<file path="src/rtl/jtpang_pal_dma.sv">
// Palette RAM CPU-port arbiter with a bank fill/copy engine for the Pang video board.
// Z80 accesses always win the port; the engine stalls, and in copy mode it re-reads after a stolen write.
module jtpang_pal_dma (
    input  logic        clk,
    input  logic        rst_n,
    input  logic        pal_cs,
    input  logic        wr_n,
    input  logic        pal_bank,
    input  logic [10:0] cpu_addr,
    input  logic [7:0]  cpu_dout,
    output logic [7:0]  pal_dout,
    input  logic        dma_start,
    input  logic        dma_copy,
    input  logic        dma_bank,
    input  logic [7:0]  dma_val,
    output logic        busy,
    output logic        done,
    output logic [11:0] ram_addr,
    output logic [7:0]  ram_din,
    output logic        ram_we,
    input  logic [7:0]  ram_q
);
    // state | meaning
    // IDLE  | waiting for dma_start; CPU owns the port
    // FILL  | writing val_q to {cnt[10], bank, cnt[9:0]}
    // RD    | copy: addressing the source byte
    // WR    | copy: writing ram_q into the opposite bank
    // DONE  | one-cycle completion pulse
    typedef enum logic [2:0] {
        S_IDLE,
        S_FILL,
        S_RD,
        S_WR,
        S_DONE
    } state_t;

    state_t      state_q, state_d;
    logic [10:0] cnt_q, cnt_d;
    logic        copy_q, copy_d;
    logic        bank_q, bank_d;
    logic [7:0]  val_q, val_d;
    logic        busy_q, done_q;
    logic        last;
    logic        eng_bank;
    logic [11:0] cpu_map;
    logic [11:0] eng_addr;

    assign last     = (cnt_q == 11'h7FF);
    assign cpu_map  = {cpu_addr[0], pal_bank, cpu_addr[10:1]};
    assign eng_bank = (copy_q && state_q == S_WR) ? ~bank_q : bank_q;
    assign eng_addr = {cnt_q[10], eng_bank, cnt_q[9:0]};
    assign pal_dout = ram_q;
    assign busy     = busy_q;
    assign done     = done_q;

    always_comb begin
        state_d = state_q;
        cnt_d   = cnt_q;
        copy_d  = copy_q;
        bank_d  = bank_q;
        val_d   = val_q;
        case (state_q)
            S_IDLE: begin
                if (dma_start) begin
                    copy_d  = dma_copy;
                    bank_d  = dma_bank;
                    val_d   = dma_val;
                    cnt_d   = '0;
                    state_d = dma_copy ? S_RD : S_FILL;
                end
            end
            S_FILL: begin
                if (!pal_cs) begin
                    if (last) state_d = S_DONE;
                    else      cnt_d   = cnt_q + 11'd1;
                end
            end
            S_RD: begin
                if (!pal_cs) state_d = S_WR;
            end
            S_WR: begin
                // A stolen WR cycle leaves ram_q holding the CPU's data, so re-read the same cnt
                if (pal_cs) begin
                    state_d = S_RD;
                end else if (last) begin
                    state_d = S_DONE;
                end else begin
                    cnt_d   = cnt_q + 11'd1;
                    state_d = S_RD;
                end
            end
            S_DONE:  state_d = S_IDLE;
            default: state_d = S_IDLE;
        endcase
    end

    always_ff @(posedge clk or negedge rst_n) begin
        if (!rst_n) begin
            state_q <= S_IDLE;
            cnt_q   <= '0;
            copy_q  <= 1'b0;
            bank_q  <= 1'b0;
            val_q   <= '0;
            busy_q  <= 1'b0;
            done_q  <= 1'b0;
        end else begin
            state_q <= state_d;
            cnt_q   <= cnt_d;
            copy_q  <= copy_d;
            bank_q  <= bank_d;
            val_q   <= val_d;
            busy_q  <= (state_d == S_FILL) || (state_d == S_RD) || (state_d == S_WR);
            done_q  <= (state_d == S_DONE);
        end
    end

    always_comb begin
        ram_addr = cpu_map;
        ram_din  = 8'h00;
        ram_we   = 1'b0;
        if (pal_cs) begin
            ram_din = cpu_dout;
            ram_we  = ~wr_n;
        end else begin
            case (state_q)
                S_FILL: begin
                    ram_addr = eng_addr;
                    ram_din  = val_q;
                    ram_we   = 1'b1;
                end
                S_RD: ram_addr = eng_addr;
                S_WR: begin
                    ram_addr = eng_addr;
                    ram_din  = ram_q;
                    ram_we   = 1'b1;
                end
                default: ram_we = 1'b0;
            endcase
        end
        if (!rst_n) begin
            ram_we  = 1'b0;
            ram_din = 8'h00;
        end
    end

endmodule
</file>
<file path="config.mk">
export PLATFORM = sky130hd
export DESIGN_NAME = jtpang_pal_dma
export DESIGN_NICKNAME = d
export VERILOG_FILES = /design/src/rtl/jtpang_pal_dma.sv
export SDC_FILE = /design/constraint.sdc
export NUM_CORES = 1
export LEC_CHECK = 0
export CORE_MARGIN = 3
export CORE_UTILIZATION = 42
export CTS_BUF_LIST = sky130_fd_sc_hd__clkbuf_4 sky130_fd_sc_hd__clkbuf_8 sky130_fd_sc_hd__clkbuf_16
export CTS_CLUSTER_DIAMETER = 120
export DETAILED_ROUTE_END_ITERATION = 16
export PLACE_DENSITY = 0.8
export RECOVER_POWER = 50
export SLEW_MARGIN = 0
export SYNTH_ARGS = -nofsm -noshare
export SYNTH_HDL_FRONTEND = slang
export SYNTH_SLANG_ARGS = --single-unit
</file>
<file path="constraint.sdc">
create_clock -name clk -period 1.9 [get_ports clk]
set_input_delay 0.38 -clock clk [delete_from_list [all_inputs] [get_ports clk]]
set_output_delay 0.38 -clock clk [all_outputs]
set_load 0.02 [all_outputs]
</file>
==> impl_metrics.ini <==
[status]
status = finished with violations
violations = setup timing

[die]
die_area_um2 = 4820
num_rows = 22
start_util_pct = 44.8
die_w_um = 69.4
fp.coreArea_um2 = 3770
die_h_um = 69.4
num_io_pins = 74

[final_layout]
num-nets-final = 323
fillerInstances = 271
final_cell_count_no_fill = 325
drive_gt1_share_pct = 31.4
multiInputGateArea_um2 = 1030
antennaDiodeCount = 0
regArea_um2 = 653
fin_area_um2 = 2810
syn2layout_area_growth_pct = 66.4

[yosys]
syn_area_per_cell_um2 = 9.04
netlist_area_um2 = 1690
ys_seq_elements = 26
syn_inst = 187
synthArstFlopShare_pct = 100
synth_nets = 231
synth_edf_count = 0
yosysUniqueCellTypes = 44
synthFlopType = dfrtp_1
yosysWarnings = 0
seq_area_frac_synth_pct = 38.5

[worst_setup_path]
crit_chain = clkdlybuf4s15_1 -> or3b_4 -> o21ai_1 -> and2_1 -> buf_6
endpoint_kind = output port
cp_num_buf_inv = 2
r2r_start = state_q[2]
path_delay_family = simple AND/OR/NAND/NOR gates
critical_path_class = in2out
cp_max_fo = 5
cp-start-kind = primary input
cp.arrival_ns = 1.62
required_ns = 1.52
slowest_delay_ns = 0.51
cp-startpoint = pal_cs
critPathSlowestCell = or3b_4

[placement]
placed_area_um2 = 2570
port_buffers = 73
post-dp-hpwl_um = 3630
gp_congestion = 0.816
dp.cells = 315

[clock_network]
ctsHoldBuffers = 0
cts-root-buf = clkbuf_8
cts-buffers-inserted = 3
cts_tree = yes
clkSinkCount = 26
htreeDepth = 1
max-clock-path-buffers = 2
cts.clk_slew.worst_paths_ns = 0.08
clk_latency_ns = 0.27

[timing]
worst_slack_ns = -0.0973
report.final.hold_viol_count = 0
clock_skew_ns = 0.00312
rsz0062_at_grt = yes
fmax_mhz = 501
finalSetupViolCount = 20
finalSetupTns_ns = -1.05
tightest_slew_ns = 0.339
slew_viol_final = 0
finalCriticalPeriod_ns = 2.00
fin_crit_sh_pct = 105
slew_headroom_pct = 77.3

[routing]
drt-wirelength-per-cell_um = 17.1
route.met2.wl_um = 2850
initialDrtViolationCount = 124
drt-pass1-iter-count = 5
drc_errors = 0
met1_length_um = 2350
routed.top_layer = met4
dr_wl_met3_um = 294
post_drt_via_cell_ratio = 5.52
detail-route-antenna-nets = 0
vias = 1795
drt_wl_total_um = 5540

[job]
max-cap-violations = 0

[power]
power_density_nw_per_um2 = 601
ir_worst_vdd_mv = 0.371
p_leak_nw = 1.30

[grt]
overflow = 0
grtUsageTotal_pct = 22.8
grt_max_degree = 14
grt_pass1_wl_um = 8970
grt_antenna_before_repair = 0
first_global_vias = 1849

[worst_hold_path]
hp-class = reg2reg
min_from = val_q[3]
-- worst min-delay path, stage by stage (launching register included) --
cell and delay [ns]:
dfrtp_1 0.35, nand2_1 0.05, nand2_1 0.05
-- cells by family after synthesis --
family / share of synthesized area [%]
xor+xnor: 0.518
fa+ha+maj: 0.740
simple gates: 26.6
compound gates: 13.8
mux: 12.7
buf+inv: 7.18
flops: 38.5
-- Yosys cell counts (2+ instances only) --
library cell / instances / area (µm²)
a211oi_1: 2 / 15.0
o31ai_1: 3 / 22.5
nand3_1: 7 / 35.0
or2_0: 2 / 12.5
nor3_1: 5 / 25.0
mux2_2: 3 / 33.8
o21ai_1: 9 / 45.0
buf_2: 7 / 35.0
and2_1: 8 / 50.1
nor2_1: 5 / 18.8
nand4_1: 2 / 12.5
mux2_1: 8 / 90.1
a21oi_1: 7 / 35.0
clkbuf_1: 2 / 7.51
or3_1: 2 / 12.5
buf_4: 8 / 60.1
dfrtp_1: 26 / 651
a41oi_1: 2 / 17.5
mux2i_1: 9 / 90.1
o311ai_1: 2 / 17.5
o21ai_0: 4 / 20.0
nand2_1: 42 / 158
-- what timing repair did --
item,4_1_cts,5_1_grt
buffers inserted,4,3
resized for setup,144,22
cloned,2,0
endpoints found under the setup margin,21,40
pin swaps,17,11
hold endpoints to repair,0,0
-- final cells by class --
| type | count | share of cell area, % |
|---|---|---|
| Clock buffer | 3 | 1.47 |
| Sequential cell | 26 | 23.2 |
| Inverter | 2 | 0.267 |
| Multi-Input combinational cell | 142 | 36.7 |
| Tap cell | 48 | 2.14 |
| Timing Repair Buffer | 104 | 36.2 |
-- cells in the final DEF, fill, tap and decap left out, drive strengths merged, types with 2 or more instances in the layout --
cell,instances
buf,51
clkdlybuf4s50,50
nand2,42
dfrtp,26
o21ai,13
mux2,11
mux2i,9
and2,8
nand3,7
a21oi,7
nor2,6
nor3,5
o31ai,4
clkbuf,4
nand4,3
or2,2
o311ai,2
or3b,2
a211oi,2
a41oi,2
inv,2
or3,2
-- where the power goes --
group / switching [mW] / internal [mW]
logic: 0.271 / 0.341
clock network: 0.172 / 0.142
registers: 0.113 / 0.651
-- final timing paths --
check,cells past startpoint,endpoint,slack (ns)
setup / recovery,5,ram_din[3],-0.1
hold / removal,2,val_q[3],0.48
setup reg to reg,6,cnt_q[5],0.05
hold reg to reg,2,val_q[3],0.48
max in group asynchronous,3,state_q[0],1.07
min in group asynchronous,2,cnt_q[7],0.52
-- per-stage QoR --
stage	worst slack (ns)	util (%)	hold slack, ns	total power [mW]
CTS	-0.135	73.0	0.443	1.68
global placement	-0.696	68.1	0.457	1.29
global route	-0.137	74.6	0.516	1.79
detailed placement	-0.722	68.1	0.460	1.31
finish	-0.0973	74.6	0.481	1.69
floorplan	0.0184	-	0.0844	1.02
-- flip-flops by register name (all words and copies together), names as in the netlist --
register,cells
cnt_q,11
val_q,8
state_q,3
bank_q,1
busy,1
copy_q,1
done,1
-- layer usage --
metal	global-route usage, %	vias to the layer above
met5	0	-
met4	5.64	0
met3	4.93	6
met2	39.3	71
met1	28.9	871
li1	-	847
Note: power is estimated with default switching activity, not from simulation.
==> edit 1, RTL diff (same settings) <==
Put a register stage on the output `ram_addr`, cleared by the reset. The value now appears one clock later. The other outputs are not delayed to match.
--- a/src/rtl/jtpang_pal_dma.sv
+++ b/src/rtl/jtpang_pal_dma.sv
@@ -34,4 +34,6 @@
         S_DONE
     } state_t;
+
+    logic [11:0] ram_addr_d;
 
     state_t      state_q, state_d;
@@ -116,5 +118,5 @@
 
     always_comb begin
-        ram_addr = cpu_map;
+        ram_addr_d = cpu_map;
         ram_din  = 8'h00;
         ram_we   = 1'b0;
@@ -125,11 +127,11 @@
             case (state_q)
                 S_FILL: begin
-                    ram_addr = eng_addr;
+                    ram_addr_d = eng_addr;
                     ram_din  = val_q;
                     ram_we   = 1'b1;
                 end
-                S_RD: ram_addr = eng_addr;
+                S_RD: ram_addr_d = eng_addr;
                 S_WR: begin
-                    ram_addr = eng_addr;
+                    ram_addr_d = eng_addr;
                     ram_din  = ram_q;
                     ram_we   = 1'b1;
@@ -144,3 +146,11 @@
     end
 
+    always_ff @(posedge clk or negedge rst_n) begin
+        if (!rst_n) begin
+            ram_addr <= '0;
+        end else begin
+            ram_addr <= ram_addr_d;
+        end
+    end
+
 endmodule
Behaviour: not the same (Yosys sat finds a counterexample within 4 cycles, from zero or initial values and one cycle with rst_n low).
==> edit 1 against the original RTL <==
Worst setup slack better by 0.099 ns; via count down 3.5%; power up 27%; synthesized area up 16%; count of clock-buffer cells in the layout up 5; routed wire length down 10%; sequential cell count up 12; sequential share of layout area up 9.4 points; die area up 14%; cell area up 3.9%; cell count up 0.31%; register-to-register slack better by 0.05 ns; hold slack worse by 0.14 ns; highest routed layer unchanged.
==> edit 1: results (changes against the original RTL) <==
Synth
The number of distinct library cells after synthesis is 38 (-14%). By count the netlist is led by dfrtp_1, nand2_1, mux2_2. The post-synthesis sequential area ratio came to 48.6% (+10 points).

The synthesized net count is 232 (+0.43%). Sorting the synthesized cells by area gives the leading types as dfrtp_1, mux2_2, nand2_1.

Global routing
The global-route usage over all layers is 18.7% (-4.1 points). The first-pass GRT wire length is 7930 µm (-12%). The pin count of the biggest net entering global routing was 18 (+4). The via count of the first global-routing pass came to 1771 (-4.2%).

Layout
The final core area utilization is 66.2% (-8.4 points). The net count of the finished layout is 317 (-1.9%). The largest registers in the layout are ram_addr x12, cnt_q x11, val_q x8.

The share of final-layout standard cells stronger than drive strength 1 is 23.7% (-7.7 points).

Place
The total placed instance area came to 2780 µm² (+8.1%). The total half-perimeter wirelength after legalization and detailed placement is 3600 µm (-0.68%). The final estimated routing congestion in global placement came to 0.875 (+7.3%).

CTS
The H-tree depth is 2 (+1). The insertion delay of the later-clocked pin in the worst-skew pair came to 0.29 ns (+0.02 ns). The number of clock buffers inserted by TritonCTS is 5 (+2).

Detailed routing
The detailed-routing iteration count for the pre-antenna-repair pass is 4 (-1). The total wire length is 4980 µm (-10%). The number of DRC markers in iteration 0 is 120 (-3.2%). The number of vias after detailed routing came to 1733 (-3.5%).

STA
The slew at the pin closest to its max-slew limit came to 0.885 ns (+0.546 ns). The minimum hold slack is 0.339 ns (-0.142 ns). The worst clock skew is 0.00440 ns (+0.00128 ns).

Worst hold path
The path category of the worst min-delay check is input port to asynchronous set/reset pin.

Run status
The run finished with clean final reports.

Setup path
The worst-case register-to-register setup slack is 0.10 ns (+0.05 ns). The highest-delay cell along the critical path is dfrtp_2. The largest incremental delay on the critical path was 0.43 ns (-0.08 ns). The data arrival time of the critical path was 1.52 ns (-0.10 ns). The maximum net fanout on the critical path came to 4 (-1).

Power
The leakage power total is 1.28 nW (-2.1%). The worst ir drop on vdd is 0.421 mV (+13%).
==> edit 1: power breakdown <==
part / switching [W] / total [W] / leakage [nW] / internal (W)
Sequential: 0.0000854 / 0.000997 / 0.483 / 0.000912
Combinational: 0.000229 / 0.000508 / 0.736 / 0.000279
Clock: 0.000278 / 0.000645 / 0.0575 / 0.000366
Total: 0.000593 / 0.00215 / 1.28 / 0.00156
==> edit 1: repair_timing <==
| item | CTS | global route |
|---|---|---|
| setup buffers | 3 | 1 |
| pin swaps | 1 | 5 |
| gates resized for setup | 40 | 18 |
| hold endpoints to repair | 3 | 0 |
| hold buffers | 1 | 0 |
| endpoints found under the setup margin | 9 | 9 |
==> edit 1: through the flow <==
| stage | worst slack [ns] | power, W | instances | TNS (ns) |
|---|---|---|---|---|
| after floorplan | 0.0954 | 0.00125 | 188 | 0 |
| after global placement | -0.546 | 0.00150 | 313 | -6.65 |
| after detailed placement | -0.594 | 0.00152 | 313 | -7.22 |
| after CTS | 0.00225 | 0.00216 | 325 | 0 |
| after global routing | -0.0587 | 0.00227 | 326 | -0.241 |
| final | 0.00191 | 0.00215 | 326 | 0 |
==> edit 1: logic make-up after synthesis <==
| group | Yosys count | synth area share [%] |
|---|---|---|
| adder cells (fa/ha/maj) | 1 | 0.639 |
| flip-flops | 38 | 48.6 |
| XOR/XNOR | 3 | 1.34 |
| multiplexers | 19 | 10.9 |
| AND/OR/NAND/NOR | 75 | 20.7 |
| buffers and inverters | 19 | 5.69 |
| AO/OA/AOI/OAI | 33 | 12.1 |
==> edit 1: metal layers <==
metal,vias to the layer above,part of all wire [%],GRT usage [%]
met2,45,51,31.0
met3,9,4.5,4.46
li1,839,-,-
met4,0,1.5,6.13
met1,840,43,24.1
met5,-,0,0
==> edit 1: final cells by class <==
class                   instances  area (µm²)
repair buffers                 96         862
clock buffers                   8         110
multi-input cells             131         928
inverters                       1        3.75
fillers                       370        1490
well taps                      52        65.1
flip-flops and latches         38         952
==> edit 1: path summary, 6_finish.rpt <==
path | from | to | cells after the start
setup / recovery | state_q[1]$_DFF_PN0_ | ram_din[3] | 5
hold / removal | rst_n | ram_addr[7]$_DFF_PN0_ | 2
setup reg to reg | state_q[1]$_DFF_PN0_ | ram_addr[8]$_DFF_PN0_ | 7
hold reg to reg | copy_q$_DFFE_PN0P_ | copy_q$_DFFE_PN0P_ | 2
max in group asynchronous | rst_n | state_q[1]$_DFF_PN0_ | 2
min in group clk | copy_q$_DFFE_PN0P_ | copy_q$_DFFE_PN0P_ | 2
==> edit 1: worst max-delay path, delay by kind of cell (launching register included) <==
| kind | cells | cell delay [ns] |
|---|---|---|
| AOI/OAI and AO/OA | 1 | 0.14 |
| and+or+nand+nor | 1 | 0.07 |
| buffers and inverters | 2 | 0.30 |
| muxes | 1 | 0.29 |
| DFF | 1 | 0.43 |
==> edit 2, RTL diff (same settings) <==
Made on the original files. Re-encode `state_t` (5 states) as one-hot, 5 bits wide.
--- a/src/rtl/jtpang_pal_dma.sv
+++ b/src/rtl/jtpang_pal_dma.sv
@@ -27,10 +27,10 @@
     // WR    | copy: writing ram_q into the opposite bank
     // DONE  | one-cycle completion pulse
-    typedef enum logic [2:0] {
-        S_IDLE,
-        S_FILL,
-        S_RD,
-        S_WR,
-        S_DONE
+    typedef enum logic [4:0] {
+        S_IDLE = 5'b00001,
+        S_FILL = 5'b00010,
+        S_RD   = 5'b00100,
+        S_WR   = 5'b01000,
+        S_DONE = 5'b10000
     } state_t;
 
Formal check against the unedited RTL: no difference found for any inputs over 10 cycles, from zero or initial values and one cycle with rst_n low; not proved beyond that.
==> edit 2 against the original RTL <==
Clock skew hardly changed; the run still ends with setup timing left; cell area increased by 11%; worst setup slack worse by 0.31 ns; sequential cell count increased by 2; die area rose by 0.20%; synthesized cell count grew 3.7%; synthesized area is 0.22% higher; routed wire length grew 20%.
Power is not compared: it rests on default switching activity, and its combinational part moved more than twofold at a synthesized area within 25%.
==> edit 2: results (changes against the original RTL) <==
STA
The number of setup violations in the final report came to 30 (+50%). The setup total negative slack is -8.39 ns (-7.33 ns). The slew at the pin closest to its max-slew limit is 0.497 ns (+0.158 ns).

The worst clock skew is 0.00315 ns (+0.0000270 ns). The setup slack of the critical path after layout is -0.409 ns (-0.312 ns).

Detailed routing
The average detailed-routed wire length per instance is 19.3 µm (+13%). The average vias per placed instance is 5.88 (+6.5%). The detailed-routing iteration count for the pre-antenna-repair pass came to 4 (-1). The number of DRC markers in iteration 0 is 226 (+82%).

Setup path
The maximum net fanout on the critical path is 6 (+1). The highest-delay cell along the critical path is dfrtp_2. The data arrival time of the critical path came to 1.93 ns (+0.31 ns). The largest incremental delay on the critical path is 0.47 ns (-0.04 ns).

Layout
The share of final-layout standard cells stronger than drive strength 1 is 40.4% (+9.0 points). The filler-free cell count of the finished design came to 345 (+6.2%). The net count of the finished layout is 342 (+5.9%).

The largest registers in the layout are cnt_q x11, val_q x8, state_q x5. The diode insertion count for antenna repair came to 0 (unchanged).

Synth
The synthesized net count is 238 (+3.0%). The total number of yosys warnings came to 0 (unchanged). The number of distinct library cells after synthesis is 39 (-11%). The number of instances in the synthesized netlist is 194 (+3.7%). By count the netlist is led by nand2_1, dfrtp_1, o21ai_0.

In the post-synthesis netlist, the biggest area contributors are dfrtp_1, nand2_1, mux2_2. The post-synthesis sequential area ratio is 41.4% (+2.9 points).

Place
The count of input and output buffers is 73 (unchanged). The total placed instance area came to 2680 µm² (+4.4%). The final estimated routing congestion in global placement is 0.860 (+5.4%). The number of placed instances with taps included is 327 (+3.8%). The total half-perimeter wirelength after legalization and detailed placement is 3800 µm (+4.7%).

Global routing
The via count of the first global-routing pass came to 1933 (+4.5%). The pin count of the biggest net entering global routing is 17 (+3). The number of antenna violations at the first check in global routing came to 0 (unchanged). The first-pass GRT wire length came to 9450 µm (+5.3%). The global-route usage over all layers came to 23.9% (+1.1 points).

Worst hold path
The path class of the tightest hold or removal check is flop to flop.

Power
Summed over all cells, the static leakage comes to 1.46 nW.

Run status
The checks that failed: setup timing. The run finished, with violations left.

CTS
The clock transition at the registers of the reported paths is 0.10 ns (+0.02 ns).
[edit 2: changes by cell type in the layout (fill, tap and decap cells not counted), moves of 5 or more]
cell             change
o21ai_0             +10
mux2i_1              -9
a221oi_2             +8
buf_4                +8
nand2_1              -7
nor2_2               +7
clkdlybuf4s50_1      -6
dlymetal6s2s_1       +6
and2_1               -5
[edit 2: per-stage QoR]
step           setup slack (ns)  hold WS (ns)
2_1_floorplan           -0.0340        0.0844
3_3_place_gp             -0.893         0.458
3_5_place_dp             -0.902         0.457
4_1_cts                  -0.386         0.420
5_1_grt                  -0.453         0.485
6_report                 -0.409         0.484
[edit 2: worst paths after layout]
| path | from | endpoint | slack (ns) | cells past startpoint |
|---|---|---|---|---|
| setup / recovery | state_q[2]$_DFF_PN0_ | ram_addr[7] | -0.41 | 6 |
| max in group asynchronous | rst_n | state_q[0]$_DFF_PN1_ | 0.98 | 3 |
| min in group asynchronous | rst_n | val_q[6]$_DFFE_PN0P_ | 0.49 | 2 |
| hold / removal | copy_q$_DFFE_PN0P_ | copy_q$_DFFE_PN0P_ | 0.48 | 2 |
| setup reg to reg | state_q[2]$_DFF_PN0_ | cnt_q[9]$_DFFE_PN0P_ | -0.29 | 6 |
| hold reg to reg | copy_q$_DFFE_PN0P_ | copy_q$_DFFE_PN0P_ | 0.48 | 2 |
[edit 2: final cells by class]
class                      count  area, µm²
sequential                    28        704
multi-input combinational    147       1140
inverter                       3       11.3
timing repair buffer         115       1150
clock inverter                 1       30.0
clock buffer                   3       41.3
tap                           48       60.1
fill                         210        636
[edit 2: per-layer routing]
metal	share of wire, %	vias to the layer above	GRT usage, %
met5	0	-	0
met4	2.8	0	6.72
met3	7.5	17	4.64
met2	49	112	39.5
met1	41	983	31.8
li1	-	918	-
[edit 2: cell families (layout without fill, tap and decap cells)]
kind of cell	count (synthesis)	count (layout)	synth area share, %
simple gates	84	85	24.3
flops	28	28	41.4
xor+xnor	3	3	1.55
mux	10	10	6.65
fa+ha+maj	1	1	0.738
compound gates	48	48	18.7
buf+inv	20	122	6.65
[edit 2: repair_timing]
item	CTS	global route
resized for setup	162	28
setup endpoints to repair	31	47
pin swaps	16	17
setup buffers	7	4
cloned	2	2
[edit 2: critical path: cells and delay by family, from the launching register on]
kind,cells,cell delay [ns]
mux,1,0.30
compound gates,1,0.23
buf+inv,3,0.45
xor+xnor,1,0.20
flops,1,0.47
[edit 2: power breakdown]
group	internal, W	switching [W]	leakage (nW)
Sequential	0.000751	0.000136	0.366
Clock	0.000282	0.000188	0.0357
Combinational	0.000691	0.000676	1.06
